## config.mk

```make
export PLATFORM = sky130hd
export DESIGN_NAME = pattern_detector_cfg_flat
export DESIGN_NICKNAME = d
export VERILOG_FILES = /design/src/rtl/pattern_detector_cfg_if.sv /design/src/rtl/pattern_detector_cfg.sv /design/src/flat_wrapper.sv
export SDC_FILE = /design/constraint.sdc
export NUM_CORES = 1
export LEC_CHECK = 0
export BUFFER_PORTS_ARGS = -buffer_cell sky130_fd_sc_hd__buf_4
export CORE_ASPECT_RATIO = 1.2
export CORE_MARGIN = 10
export CORE_UTILIZATION = 39
export CTS_BUF_LIST = sky130_fd_sc_hd__clkbuf_16
export DETAILED_ROUTE_END_ITERATION = 12
export GPL_ROUTABILITY_DRIVEN = 1
export PLACE_DENSITY_LB_ADDON = 0.3
export RECOVER_POWER = 50
export SETUP_SLACK_MARGIN = 0.2
export SLEW_MARGIN = 30
export SYNTH_ARGS = -nofsm -noshare
export SYNTH_HDL_FRONTEND = slang
export SYNTH_SLANG_ARGS = --single-unit
```

## constraint.sdc

```tcl
create_clock -name clk -period 3.2 [get_ports clk]
set_input_delay 0.48 -clock clk [delete_from_list [all_inputs] [get_ports clk]]
set_output_delay 0.48 -clock clk [all_outputs]
set_load 0.02 [all_outputs]
```

## src/rtl/pattern_detector_cfg_if.sv

```systemverilog
// Serial stream, configuration and result signals of the configurable pattern detector.
// master drives the stream/config side, slave is the detector.
interface pattern_detector_cfg_if #(
    parameter int PAT_W = 8,
    parameter int CNT_W = 8
);
    localparam int LW = $clog2(PAT_W + 1);

    logic             stream_in;
    logic             in_valid;
    logic             ovl_en;
    logic             cfg_load;
    logic [PAT_W-1:0] cfg_pattern;
    logic [LW-1:0]    cfg_len;
    logic             cnt_clr;
    logic             pattern_found;
    logic [CNT_W-1:0] match_count;

    modport master (
        output stream_in, in_valid, ovl_en, cfg_load, cfg_pattern, cfg_len, cnt_clr,
        input  pattern_found, match_count
    );

    modport slave (
        input  stream_in, in_valid, ovl_en, cfg_load, cfg_pattern, cfg_len, cnt_clr,
        output pattern_found, match_count
    );
endinterface

```

## src/rtl/pattern_detector_cfg.sv

```systemverilog
// Runtime-configurable serial pattern detector: programmable 1..PAT_W bit pattern,
// overlapping/non-overlapping matching, Mealy match flag and saturating match counter.
module pattern_detector_cfg #(
    parameter int               PAT_W    = 8,
    parameter int               CNT_W    = 8,
    parameter logic [PAT_W-1:0] PAT_INIT = PAT_W'(5'b1_1010),
    parameter int               LEN_INIT = 5
) (
    input logic                   clk,
    input logic                   rst,
    pattern_detector_cfg_if.slave bus
);
    localparam int               LW       = $clog2(PAT_W + 1);
    localparam logic [LW-1:0]    FILL_MAX = LW'(PAT_W - 1);
    localparam logic [LW-1:0]    LEN_RST  = (LEN_INIT < 1 || LEN_INIT > PAT_W) ?
                                            LW'(PAT_W) : LW'(LEN_INIT);

    logic [PAT_W-1:0] pat_r;
    logic [LW-1:0]    len_r;
    logic [PAT_W-2:0] hist_r;
    logic [LW-1:0]    fill_r;
    logic [CNT_W-1:0] cnt_r;

    logic [PAT_W-1:0] window;
    logic [PAT_W-1:0] mask;
    logic [LW-1:0]    new_len;
    logic             accept;
    logic             fill_ok;
    logic             match;

    assign window = {hist_r, bus.stream_in};

    // only the low len_r window bits take part in the compare
    always_comb begin
        mask = '0;
        for (int i = 0; i < PAT_W; i++)
            mask[i] = (i < int'(len_r));
    end

    assign accept  = bus.in_valid && !bus.cfg_load;
    assign fill_ok = ({1'b0, fill_r} + (LW+1)'(1)) >= {1'b0, len_r};
    assign match   = rst && accept && fill_ok && (((window ^ pat_r) & mask) == '0);
    assign new_len = (bus.cfg_len == '0 || int'(bus.cfg_len) > PAT_W) ? LW'(PAT_W) : bus.cfg_len;

    always_ff @(posedge clk) begin
        if (!rst) begin
            pat_r  <= PAT_INIT;
            len_r  <= LEN_RST;
            hist_r <= '0;
            fill_r <= '0;
            cnt_r  <= '0;
        end else begin
            if (bus.cfg_load) begin
                // the stream bit presented alongside a load is dropped
                pat_r  <= bus.cfg_pattern;
                len_r  <= new_len;
                hist_r <= '0;
                fill_r <= '0;
            end else if (bus.in_valid) begin
                hist_r <= window[PAT_W-2:0];
                if (match && !bus.ovl_en)
                    fill_r <= '0;
                else if (fill_r != FILL_MAX)
                    fill_r <= fill_r + LW'(1);
            end

            if (bus.cnt_clr)
                cnt_r <= match ? CNT_W'(1) : '0;
            else if (match && cnt_r != '1)
                cnt_r <= cnt_r + CNT_W'(1);
        end
    end

    assign bus.pattern_found = match;
    assign bus.match_count   = cnt_r;
endmodule

```

## src/flat_wrapper.sv

```systemverilog
// flat-port wrapper written by rule: the top's interface ports become plain ports
module pattern_detector_cfg_flat 
#(
    parameter int               PAT_W    = 8,
    parameter int               CNT_W    = 8,
    parameter logic [PAT_W-1:0] PAT_INIT = PAT_W'(5'b1_1010),
    parameter int               LEN_INIT = 5
)
  (clk, rst, bus_stream_in, bus_in_valid, bus_ovl_en, bus_cfg_load, bus_cfg_pattern, bus_cfg_len, bus_cnt_clr, bus_pattern_found, bus_match_count);
  pattern_detector_cfg_if #(.PAT_W(PAT_W), .CNT_W(CNT_W)) bus_i ();
  input logic clk;
  input logic rst;
  input wire logic [$bits(bus_i.stream_in)-1:0] bus_stream_in;
  input wire logic [$bits(bus_i.in_valid)-1:0] bus_in_valid;
  input wire logic [$bits(bus_i.ovl_en)-1:0] bus_ovl_en;
  input wire logic [$bits(bus_i.cfg_load)-1:0] bus_cfg_load;
  input wire logic [$bits(bus_i.cfg_pattern)-1:0] bus_cfg_pattern;
  input wire logic [$bits(bus_i.cfg_len)-1:0] bus_cfg_len;
  input wire logic [$bits(bus_i.cnt_clr)-1:0] bus_cnt_clr;
  output wire logic [$bits(bus_i.pattern_found)-1:0] bus_pattern_found;
  output wire logic [$bits(bus_i.match_count)-1:0] bus_match_count;
  assign bus_i.stream_in = bus_stream_in;
  assign bus_i.in_valid = bus_in_valid;
  assign bus_i.ovl_en = bus_ovl_en;
  assign bus_i.cfg_load = bus_cfg_load;
  assign bus_i.cfg_pattern = bus_cfg_pattern;
  assign bus_i.cfg_len = bus_cfg_len;
  assign bus_i.cnt_clr = bus_cnt_clr;
  assign bus_pattern_found = bus_i.pattern_found;
  assign bus_match_count = bus_i.match_count;
  pattern_detector_cfg #(.PAT_W(PAT_W), .CNT_W(CNT_W), .PAT_INIT(PAT_INIT), .LEN_INIT(LEN_INIT)) u_core (.clk(clk), .rst(rst), .bus(bus_i));
endmodule
```

==> metrics.md <==
| Metric | Value |
|---|---|
| Critical-path maximum fanout | `6` |
| Mean post-synth cell area | `9.18 µm²` |
| Final setup fails | `0` |
| Nets | `229` |
| CP dominant cell by count | `ha_1` |
| Via Count | `1,341` |
| Max clock buf depth | `2` |
| TritonCTS clock tree | `yes` |
| CP Capture Type | `output pin` |
| Max-cap violations | `0` |
| Post-CTS setup buffer count | `0` |
| Yosys Warn Count | `0` |
| # H-tree levels | `2` |
| Cell Area, Synth | `1630 µm²` |
| Worst hold path class | `primary input to register` |
| I/O pin count | `28` |
| Status | `finished, final reports clean` |
| RSZ-0062 raised after global routing | `false` |
| Max incr delay on CP | `410 ps` |
| Grt ovf | `0` |
| Mapped Nets | `202` |
| Synth async-reset ratio | `0%` |
| Row Count | `25` |
| Highest-delay cell along the critical path | `dfxtp_1` |
| CP Launch Type | `register` |
| Endpoints failing hold | `0` |
| Cell chain of the critical path | `ha_1, xor2_1, ha_1, a21oi_1, o21ai_0, a221oi_1, nor2_1, buf_4` |
| Pre-antenna DRT Iters | `4` |
| WP data required | `2720 ps` |
| Mean routed wirelength per cell | `13.5 µm` |
| Worst Skew | `7.89 ps` |
| RePlAce Congestion | `0.712` |
| Top cells by count, synth | `dfxtp_1, mux2i_1, nand2_1, nor2_1, nor2b_1` |
| Tightest slew margin relative to the limit | `43.8%` |
| Clk Latency, worst-skew pair | `280 ps` |
| Sequential area share after synthesis | `38.2%` |
| Total Power | `1.02 mW` |
| Worst-path clk slew | `50 ps` |
| Die Height | `90.7 µm` |
| Final wirelength | `3490 µm` |
| Resize count post-CTS | `0` |
| HPWL after DPL | `2570 µm` |
| Max Slew Vio Count | `0` |
| Measured slew at the worst slew-check pin | `843 ps` |
| Area growth syn-to-layout | `23.5%` |
| Drt via density | `5.18` |
| Maximum vdd ir drop | `0.208 mV` |
| Residual DRC | `0` |
| DR iter-0 viols | `100` |
| Core footprint | `3970 µm²` |
| Cell taking the most area after synthesis | `dfxtp_1` |
| Port-buffer cells | `27` |
| Number of synthesized flops with an enable pin | `0` |
| Antenna violations before repair | `0` |
| Top-area cell type share of the netlist area | `38.2%` |
| First-pass GRT wire length | `6160 µm` |
| Largest net degree at the start of global routing | `17` |
| Fmax | `364 MHz` |
| Period minus WS final | `2750 ps` |
| Final hold slack | `416 ps` |
| Leak | `0.791 nW` |
| Initial cell density of the core | `40.9%` |
| FF+latch count, synth | `31` |
| Top FF cell, synth | `dfxtp_1` |
| Tcrit/Tclk final | `85.9%` |
| Util after Layout | `50.5%` |
| Critical path class | `register to output pin` |
| Total die area | `7160 µm²` |
| Vias in the first global route | `1,283` |
| CTS sink count | `31` |
| Synthesized netlist cell count | `177` |
| Fraction of layout cells with a size suffix above 1 | `17.1%` |
| Most instantiated library cell after synthesis | `dfxtp_1` |
| Unique masters post-synth | `40` |
| Tot GR Track Use | `10.6%` |
| Ant. Diodes | `0` |
| Hold_buf cts | `0` |
| Die width | `78.9 µm` |
| Synth area leaders | `dfxtp_1, mux2i_1, xnor2_1, ha_1, nor2b_1` |
| Critical path arrival | `2270 ps` |
| CTS Root Cell | `clkbuf_16` |
| Pwr/cell area | `510 nW/µm²` |
| TritonCTS Buffers | `5` |
| Setup TNS | `0 ps` |
| Antenna-violating nets left | `0` |
-- cells in the final DEF, fill, tap and decap left out, types with 2 or more instances in the layout --
| master | n |
|---|---|
| a21boi_1 | 5 |
| a21oi_1 | 4 |
| and2_1 | 3 |
| buf_4 | 26 |
| clkbuf_1 | 2 |
| clkbuf_16 | 5 |
| dfxtp_1 | 31 |
| ha_1 | 6 |
| inv_1 | 5 |
| mux2i_1 | 17 |
| nand2_1 | 14 |
| nand3_1 | 4 |
| nand4_1 | 4 |
| nor2_1 | 11 |
| nor2b_1 | 10 |
| nor3_1 | 4 |
| nor4_1 | 3 |
| o21ai_0 | 6 |
| o22ai_1 | 2 |
| o31ai_1 | 6 |
| or3_1 | 2 |
| or4_1 | 6 |
| xnor2_1 | 9 |
-- worst max-delay path, delay by kind of cell (launching register included) --
kind                       cells  cell delay [ps]
AOI/OAI and AO/OA              3              610
adders and majority gates      2              500
buffers and inverters          1              180
DFF                            1              410
and+or+nand+nor                1              120
xor gates and xnor gates       1              160
-- registers in the layout, summed over array words and instances, names as in the netlist --
| register | count |
|---|---|
| u_core.fill_r | 4 |
| u_core.pat_r | 8 |
| u_core.hist_r | 7 |
| u_core.bus.match_count | 8 |
| u_core.len_r | 4 |
-- final cells by class --
class,count,area [µm²]
tap,54,67.6
sequential,31,621
inverter,5,18.8
clock buffer,5,125
clock inverter,3,38.8
timing repair buffer,28,203
multi-input combinational,133,933
fill,407,1970
-- layer usage --
metal  vias up  share of wire, %  GRT usage, %
li1        701                 -             -
met1       608                48          13.1
met2        25                43          15.0
met3         7               7.1          5.18
met4         0               1.8          4.64
met5         -                 0             0
-- metrics by stage --
| stage | area [µm²] | instances | worst slack, ps |
|---|---|---|---|
| after floorplan | 1630 | 177 | 577 |
| after global placement | 1850 | 251 | 754 |
| after detailed placement | 1850 | 251 | 727 |
| after CTS | 2010 | 259 | 430 |
| after global routing | 2010 | 259 | 285 |
| final | 2010 | 259 | 451 |
-- kinds of logic (layout without fill, tap and decap cells) --
kind of cell / after synthesis / after routing / share of synthesized area, %
flops: 31 / 31 / 38.2
mux: 17 / 17 / 10.5
buf+inv: 13 / 41 / 4.39
fa+ha+maj: 6 / 6 / 4.62
simple gates: 67 / 67 / 22.3
compound gates: 33 / 33 / 14.6
xor+xnor: 10 / 10 / 5.39
-- final timing paths --
path	from	endpoint	slack, ps	cells after the start
min reg2reg	u_core.bus.match_count[4]$_SDFFE_PN0P_	u_core.bus.match_count[4]$_SDFFE_PN0P_	490	2
max	u_core.fill_r[0]$_SDFFE_PP0P_	bus_pattern_found	450	8
min	bus_cfg_pattern[3]	u_core.pat_r[3]$_SDFFE_PN1P_	420	3
max reg2reg	u_core.fill_r[0]$_SDFFE_PP0P_	u_core.fill_r[0]$_SDFFE_PP0P_	770	9
-- report_power, final --
group | leakage (nW) | switching (mW) | total [mW] | internal, mW
sequential | 0.253 | 0.0119 | 0.409 | 0.397
clock | 0.0812 | 0.168 | 0.530 | 0.362
combinational | 0.457 | 0.0404 | 0.0838 | 0.0434
total | 0.791 | 0.220 | 1.02 | 0.803
Power figures use the tool's default switching activity.
